## src/rtl/btn_mode_ctrl.sv

```systemverilog
// btn_mode_ctrl: front-end control stage for the 10-LED bar/dot sequencer.
//   Synchronises and debounces a raw push-button. On each accepted press it toggles
//   the mode bit x and emits a 1-cycle press pulse. Independently, it emits a 1-cycle
//   step strobe every DIV clocks.
// Ports:
//   ck    in  system clock, all logic on posedge
//   rs    in  synchronous active-high reset
//   btn   in  raw asynchronous, bouncy push-button (1 = pressed)
//   x     out mode bit (0 = dot, 1 = bar)
//   press out 1-cycle pulse per accepted press
//   tick  out 1-cycle step strobe, period DIV
//   db    out debounced button level
module btn_mode_ctrl #(
  parameter int unsigned DEB_CYCLES = 250000,
  parameter int unsigned DIV        = 5000000
) (
  input  logic ck,
  input  logic rs,
  input  logic btn,
  output logic x,
  output logic press,
  output logic tick,
  output logic db
);

  localparam int unsigned CntW = $clog2(DEB_CYCLES);
  localparam int unsigned DivW = $clog2(DIV);
  localparam logic [CntW-1:0] CntMax = CntW'(DEB_CYCLES - 1);
  localparam logic [DivW-1:0] DivMax = DivW'(DIV - 1);

  typedef enum logic [1:0] {
    StIdle    = 2'd0,
    StPWait   = 2'd1,
    StPressed = 2'd2,
    StRWait   = 2'd3
  } state_e;

  logic            s1_q, s2_q;
  state_e          state_q, state_d;
  logic [CntW-1:0] cnt_q, cnt_d;
  logic            x_q, x_d;
  logic            press_q, press_d;
  logic            db_q, db_d;
  logic [DivW-1:0] tcnt_q, tcnt_d;
  logic            tick_q, tick_d;

  // Debounce next-state: a level change is accepted only after DEB_CYCLES
  // consecutive agreeing samples of s2.
  always_comb begin
    state_d = state_q;
    cnt_d   = cnt_q;
    x_d     = x_q;
    press_d = 1'b0;
    db_d    = db_q;
    case (state_q)
      StIdle: begin
        db_d = 1'b0;
        if (s2_q) begin
          state_d = StPWait;
          cnt_d   = CntW'(1);
        end else begin
          cnt_d = '0;
        end
      end
      StPWait: begin
        if (!s2_q) begin
          state_d = StIdle;
          cnt_d   = '0;
        end else if (cnt_q == CntMax) begin
          state_d = StPressed;
          cnt_d   = '0;
          db_d    = 1'b1;
          press_d = 1'b1;
          x_d     = ~x_q;
        end else begin
          cnt_d = cnt_q + CntW'(1);
        end
      end
      StPressed: begin
        db_d = 1'b1;
        if (!s2_q) begin
          state_d = StRWait;
          cnt_d   = CntW'(1);
        end else begin
          cnt_d = '0;
        end
      end
      StRWait: begin
        if (s2_q) begin
          state_d = StPressed;
          cnt_d   = '0;
        end else if (cnt_q == CntMax) begin
          state_d = StIdle;
          cnt_d   = '0;
          db_d    = 1'b0;
        end else begin
          cnt_d = cnt_q + CntW'(1);
        end
      end
      default: begin
        state_d = StIdle;
        cnt_d   = '0;
        db_d    = 1'b0;
      end
    endcase
  end

  // Free-running tick divider, independent of the button path.
  always_comb begin
    tick_d = (tcnt_q == DivMax);
    tcnt_d = tick_d ? '0 : tcnt_q + DivW'(1);
  end

  always_ff @(posedge ck) begin
    if (rs) begin
      s1_q    <= 1'b0;
      s2_q    <= 1'b0;
      state_q <= StIdle;
      cnt_q   <= '0;
      x_q     <= 1'b0;
      press_q <= 1'b0;
      db_q    <= 1'b0;
      tcnt_q  <= '0;
      tick_q  <= 1'b0;
    end else begin
      s1_q    <= btn;
      s2_q    <= s1_q;
      state_q <= state_d;
      cnt_q   <= cnt_d;
      x_q     <= x_d;
      press_q <= press_d;
      db_q    <= db_d;
      tcnt_q  <= tcnt_d;
      tick_q  <= tick_d;
    end
  end

  assign x     = x_q;
  assign press = press_q;
  assign tick  = tick_q;
  assign db    = db_q;

endmodule
```

## config.mk

```make
export PLATFORM = sky130hd
export DESIGN_NAME = btn_mode_ctrl
export DESIGN_NICKNAME = d
export VERILOG_FILES = /design/src/rtl/btn_mode_ctrl.sv
export SDC_FILE = /design/constraint.sdc
export NUM_CORES = 1
export LEC_CHECK = 0
export ABC_AREA = 1
export CAP_MARGIN = 20
export CORE_UTILIZATION = 30
export CTS_BUF_LIST = sky130_fd_sc_hd__clkbuf_2
export CTS_CLUSTER_SIZE = 12
export DETAILED_ROUTE_END_ITERATION = 6
export GPL_TIMING_DRIVEN = 0
export PLACE_DENSITY = 0.56
export SLEW_MARGIN = 20
export SYNTH_ARGS = -nofsm -noshare
export SYNTH_HDL_FRONTEND = slang
export SYNTH_SLANG_ARGS = --single-unit
```

## constraint.sdc

```tcl
create_clock -name ck -period 4.7 [get_ports ck]
set_input_delay 0.47 -clock ck [delete_from_list [all_inputs] [get_ports ck]]
set_output_delay 0.47 -clock ck [all_outputs]
set_load 0.005 [all_outputs]
```

==> results of run 1 <==
-- stage by stage --
stage / worst slack (ns) / cells / hold WS [ns] / utilization
CTS: 2.81 / 505 / 0.425 / 0.338
finish: 2.86 / 505 / 0.421 / 0.338
floorplan: 3.19 / 383 / 0.388 / -
detailed placement: 2.68 / 497 / 0.396 / 0.330
global route: 2.72 / 505 / 0.461 / 0.338
global placement: 2.67 / 497 / 0.399 / 0.330
-- power groups by stage --
stage               clock network (mW)  registers [mW]  logic (mW)
CTS                              0.251           0.449       0.138
global placement                     0           0.456       0.137
floorplan                            0           0.454       0.108
global route                     0.267           0.453       0.164
finish                           0.242           0.449       0.137
detailed placement                   0           0.457       0.136
-- kinds of logic after synthesis --
kind of cell | Yosys count | share of synthesized area
AOI/OAI and AO/OA | 31 | 0.0643
xor gates and xnor gates | 12 | 0.0394
adders and majority gates | 7 | 0.0328
buffers and inverters | 56 | 0.0887
DFF | 49 | 0.368
muxes | 1 | 0.00375
and+or+nand+nor | 227 | 0.403
-- layout by cell type, fill, tap and decap left out --
master,netlist,layout
xor2_1,9,9
nand2_1,84,84
nand2_4,1,1
o21ai_0,8,8
inv_2,5,5
nand2_2,2,2
nor3_2,2,2
a21oi_2,4,4
ha_1,7,7
buf_6,3,3
bufinv_16,0,1
nand4_1,11,11
dfxtp_1,49,49
inv_1,47,47
nor2_1,66,66
nor3_1,12,12
nor3b_2,1,1
nand3_1,25,25
nor3_4,3,3
clkbuf_2,0,6
nor4b_1,1,1
clkdlybuf4s50_1,0,6
nor2_2,6,6
a21oi_1,18,18
or2_0,5,5
mux2i_1,1,1
nand3b_1,2,2
buf_4,1,1
xnor2_1,3,3
clkinv_4,0,1
o22ai_1,1,1
nand3_2,6,6
-- layer usage --
metal,GRT usage,part of all wire,vias to the layer above
li1,-,-,1239
met1,0.170,0.50,1043
met2,0.223,0.45,40
met3,0.0276,0.030,9
met4,0.0435,0.014,0
met5,0,0,-
-- tightest hold or removal path, cell delays in order, from the launching register on --
cell     delay, ns
dfxtp_1       0.36
inv_1         0.04
nor2_1        0.03
-- worst max-delay path by stage --
stage               from         end  slack [ns]  cells past startpoint
2_1_floorplan  tcnt_q[0]  tcnt_q[18]        3.19                      9
3_3_place_gp          rs  tcnt_q[13]        2.67                      5
3_5_place_dp          rs   tcnt_q[8]        2.68                      5
4_1_cts                x           x        2.81                      1
5_1_grt        tcnt_q[0]  tcnt_q[19]        2.72                      9
6_report               x           x        2.86                      1
-- final cells by class --
type | instances | area (sq um) | area share
buffer | 4 | 41.3 | 0.0141
timing repair buffer | 6 | 60.1 | 0.0205
inverter | 52 | 195 | 0.0666
sequential | 49 | 981 | 0.335
multi-input combinational | 278 | 1450 | 0.494
clock buffer | 6 | 30.0 | 0.0102
clock inverter | 2 | 38.8 | 0.0132
tap | 108 | 135 | 0.0461
==> flow_summary.ini, run 1 <==
[status]
status = finished clean

[min_path]
whs_path_depth = 2
worstHoldEndpoint = s2_q
min-delay-start = s1_q
holdCritPathClass = reg -> reg

[power_and_ir_drop]
p_leak_nw = 1.01
internal_power_uw = 581
sw_frac_of_total = 0.298
switchingPower_uw = 247
power_density_nw_per_um2 = 282
power_frac_seq = 0.542
power_uw = 828
peakVddDrop_uv = 108
clockPowerShare = 0.293
p_comb_frac = 0.165

[clocking]
cts_tree = yes
cts-root-buf = clkbuf_2
cts_num_sinks = 49
htreeDepth = 2
worstSkewPairLatency_ns = 0.45
ctsResizeCount = 0
post-cts-setup-buffer-count = 0
numCtsBuffers = 5
clock_path_buffers = 2
clk_pin_slew_worst_paths_ns = 0.27
ctsHoldBuffers = 0

[setup_path]
crit_path_top_delay_cell = clkdlybuf4s50_1
crit_type = reg -> out
rr_worst_depth = 9
slowest_delay_ns = 0.52
crit_path_end_kind = primary output
regToRegSetupSlack_ns = 2.88
crit_family = buffers and inverters
crit_chain = clkdlybuf4s50_1
r2r_end = tcnt_q[17]
startpoint_type = register
cp.required_ns = 4.23
r2r_start = tcnt_q[0]
crit_buf_inv = 1
cp_max_fo = 3
cp.arrival_ns = 1.37

[synthesis]
syn_inst = 383
synth.most_common_cell = nand2_1
syn_nets = 393
synth_ff_type = dfxtp_1
synth_top_area_frac = 0.368
synthArstFlopShare = 0
synth.ff_latch_count = 49
synth_area_leaders = dfxtp_1 (37%), nand2_1 (12%), nor2_1 (9.3%)
synth_area_per_cell_sq_um = 6.96
yosys_warnings = 0
synth_edf_count = 0
synth_area_leader_cell = dfxtp_1
synthTopCellsByCount = nand2_1 (84), nor2_1 (66), dfxtp_1 (49), inv_1 (47), nand3_1 (25)
synth_cell_type_count = 28
synth_area_sq_um = 2670
seq_area_frac_synth = 0.368

[floorplan]
ios = 7
dieHeight_um = 96.3
initial_core_util = 0.307
die_w_um = 96.3
core_region_area_sq_um = 8680
num_rows = 34
dieArea_sq_um = 9270

[job]
cap_violations = 0

[drt]
drc = 0
vias = 2331
avgRoutedWirePerCell_um = 11.2
drt_wl_total_um = 5630
drtAntennaViolNets = 0
drt_iter0_markers = 71
first_pass_iters = 4
via_per_inst = 4.62

[sta]
tightest_slew_ns = 0.475
slew_violations = 0
fin_setup_tns_ns = 0
max_clock_freq_mhz = 542
max-slew-margin-rel = 0.682
fin_crit_ns = 1.84
clock-skew-final_ns = 0.0260
final_hold_viol_count = 0
rsz0062_at_grt = false
finalCritPeriodShare = 0.392
setup_violations = 0

[placed_design]
hpwl_um = 4250
dpl_cell_area_sq_um = 2860
globalplace.congestion = 0.925
portBuffers = 6

[layout]
drive_gt1_frac = 0.106
nNetsFinal = 406
antennaDiodeCount = 0
regMostFlops = tcnt_q
filler_cell_count = 986
largest_reg_flops = 23
stdcell_area_sq_um = 2930
reg_top3 = tcnt_q x23, cnt_q x18
areaGrowthSynthToFinish_pct = 9.90

[grt]
antenna_found_initial = 0
grt_first_pass_wirelength_um = 9560
track_usage = 0.133
grt-ovfl-total = 0
grt_max_degree = 16
grt_pass1_vias = 2143
No activity file was read; power rests on OpenSTA's default activity.
==> run 2: changes to the inputs <==
- clock period: 4.7 -> 1.72 ns (I/O delays scaled with it)
==> run 2 against run 1 <==
Against the previous run: non-clock buffer count increased by 4; highest routed layer unchanged; clock power increased to 2.7 times the previous value; sequential power increased to 2.7 times the previous value.
==> flow_summary.ini, run 2 (same netlist as run 1, synthesis figures left out) <==
[layout]
reg_top3 = tcnt_q x23, cnt_q x18
layout_common_cells = nand2_1 (83), nor2_1 (66), inv_1 (46)
fin_util = 0.344
areaGrowthSynthToFinish_pct = 12.0
stdcell_area_sq_um = 2990
regMostFlops = tcnt_q
drive_gt1_frac = 0.137
finalNonFillerCells = 509
largest_reg_flops = 23
final_common_cell = nand2_1
antennaDiodeCount = 0
nNetsFinal = 410

[drt]
drt_iter0_markers = 72
first_pass_iters = 4
drc = 0
avgRoutedWirePerCell_um = 11.1
drt_wl_total_um = 5640
via_per_inst = 4.61
drtAntennaViolNets = 0
vias = 2346

[grt]
grt_pass1_vias = 2141
use_met2 = 0.223
grt-ovfl-total = 0
busiest_layer = met2
grt_first_pass_wirelength_um = 9550
gr-usage-met1 = 0.169
track_usage = 0.133
antenna_found_initial = 0
grt_max_degree = 16
use_met3 = 0.0276

[placed_design]
dpl_cell_area_sq_um = 2860
portBuffers = 6
pre_cts_slack_ns = -0.0736
hpwl_um = 4250
dp.cells = 497
globalplace.congestion = 0.925

[sta]
max-slew-margin-rel = 0.681
setup_violations = 0
final_hold_viol_count = 0
timing.hold.ws_ns = 0.205
finalCritPeriodShare = 0.938
fin_crit_ns = 1.61
clock-skew-final_ns = 0.0221
fin_setup_tns_ns = 0
slew_violations = 0
layout_setup_ws_ns = 0.106
max_clock_freq_mhz = 620
tightest_slew_ns = 0.477
rsz0062_at_grt = true

[setup_path]
crit_path_top_delay_cell = dfxtp_4
startpoint_type = register
cp.required_ns = 2.09
crit_type = reg -> reg
r2r_start = tcnt_q[0]
cp_max_fo = 10
crit_chain = ha_4 > nand2_1 > inv_2 > nand3_2 > nor2_1 > nand4_1 > nand2_2 > buf_6 > a21oi_1
startpoint = tcnt_q[0]
slowest_delay_ns = 0.44
cp.arrival_ns = 1.99
crit_path_end_kind = register

[power_and_ir_drop]
power_mw = 2.28
p_leak_nw = 1.03
power_density_nw_per_um2 = 764
peakVddDrop_uv = 295

[clocking]
clk_pin_slew_worst_paths_ns = 0.26
cts-root-buf = clkbuf_2
numCtsBuffers = 5
htreeDepth = 2
clock_path_buffers = 2
cts_tree = yes
ctsHoldBuffers = 0
worstSkewPairLatency_ns = 0.45
cts_num_sinks = 49

[min_path]
holdCritPathClass = in -> reg
min-delay-start = btn

[floorplan]
die_w_um = 96.3
core_region_area_sq_um = 8680
initial_core_util = 0.307
dieArea_sq_um = 9270
num_rows = 34
ios = 7
dieHeight_um = 96.3

[job]
cap_violations = 0

[status]
status = finished clean
run 2: cell count changes in the layout (fill, tap and decap cells not counted), sizes merged:
| cell | change |
|---|---|
| buf | +4 |
run 2: cell type report:
type / count / area, sq um
Fill cell: 977 / 5690
Multi-Input combinational cell: 278 / 1470
Sequential cell: 49 / 990
Inverter: 52 / 195
Tap cell: 108 / 135
Timing Repair Buffer: 10 / 90.1
Buffer: 4 / 41.3
Clock inverter: 2 / 38.8
Clock buffer: 6 / 30.0
run 2: report_power, final:
group          switching (mW)  internal [mW]  total (mW)
logic                   0.227          0.158       0.385
registers              0.0440           1.19        1.23
clock network           0.409          0.255       0.664
total                   0.680           1.60        2.28
run 2: path summary, 6_finish.rpt:
path | endpoint | slack [ns] | cells past startpoint
min reg2reg | s2_q | 0.42 | 2
max | tcnt_q[17] | 0.11 | 9
max reg2reg | tcnt_q[17] | 0.11 | 9
min | s1_q | 0.20 | 3
run 2: metal layers:
metal,share of wire,wire length [um]
met5,0,0
met4,0.014,80
met3,0.027,152
met2,0.45,2560
met1,0.50,2840
run 2: worst max-delay path, delay by kind of cell (launching register included):
kind | cells | cell delay [ns]
buffers and inverters | 2 | 0.24
adder cells (fa/ha/maj) | 1 | 0.17
AND/OR/NAND/NOR | 5 | 0.65
AO/OA/AOI/OAI | 1 | 0.05
flip-flops | 1 | 0.44
run 2: repair_timing:
item                                   CTS  global route
pin swaps                                0             2
setup endpoints to repair               20            28
endpoints found under the hold margin    0             0
gates resized for setup                  3             8
setup buffers                            0             4
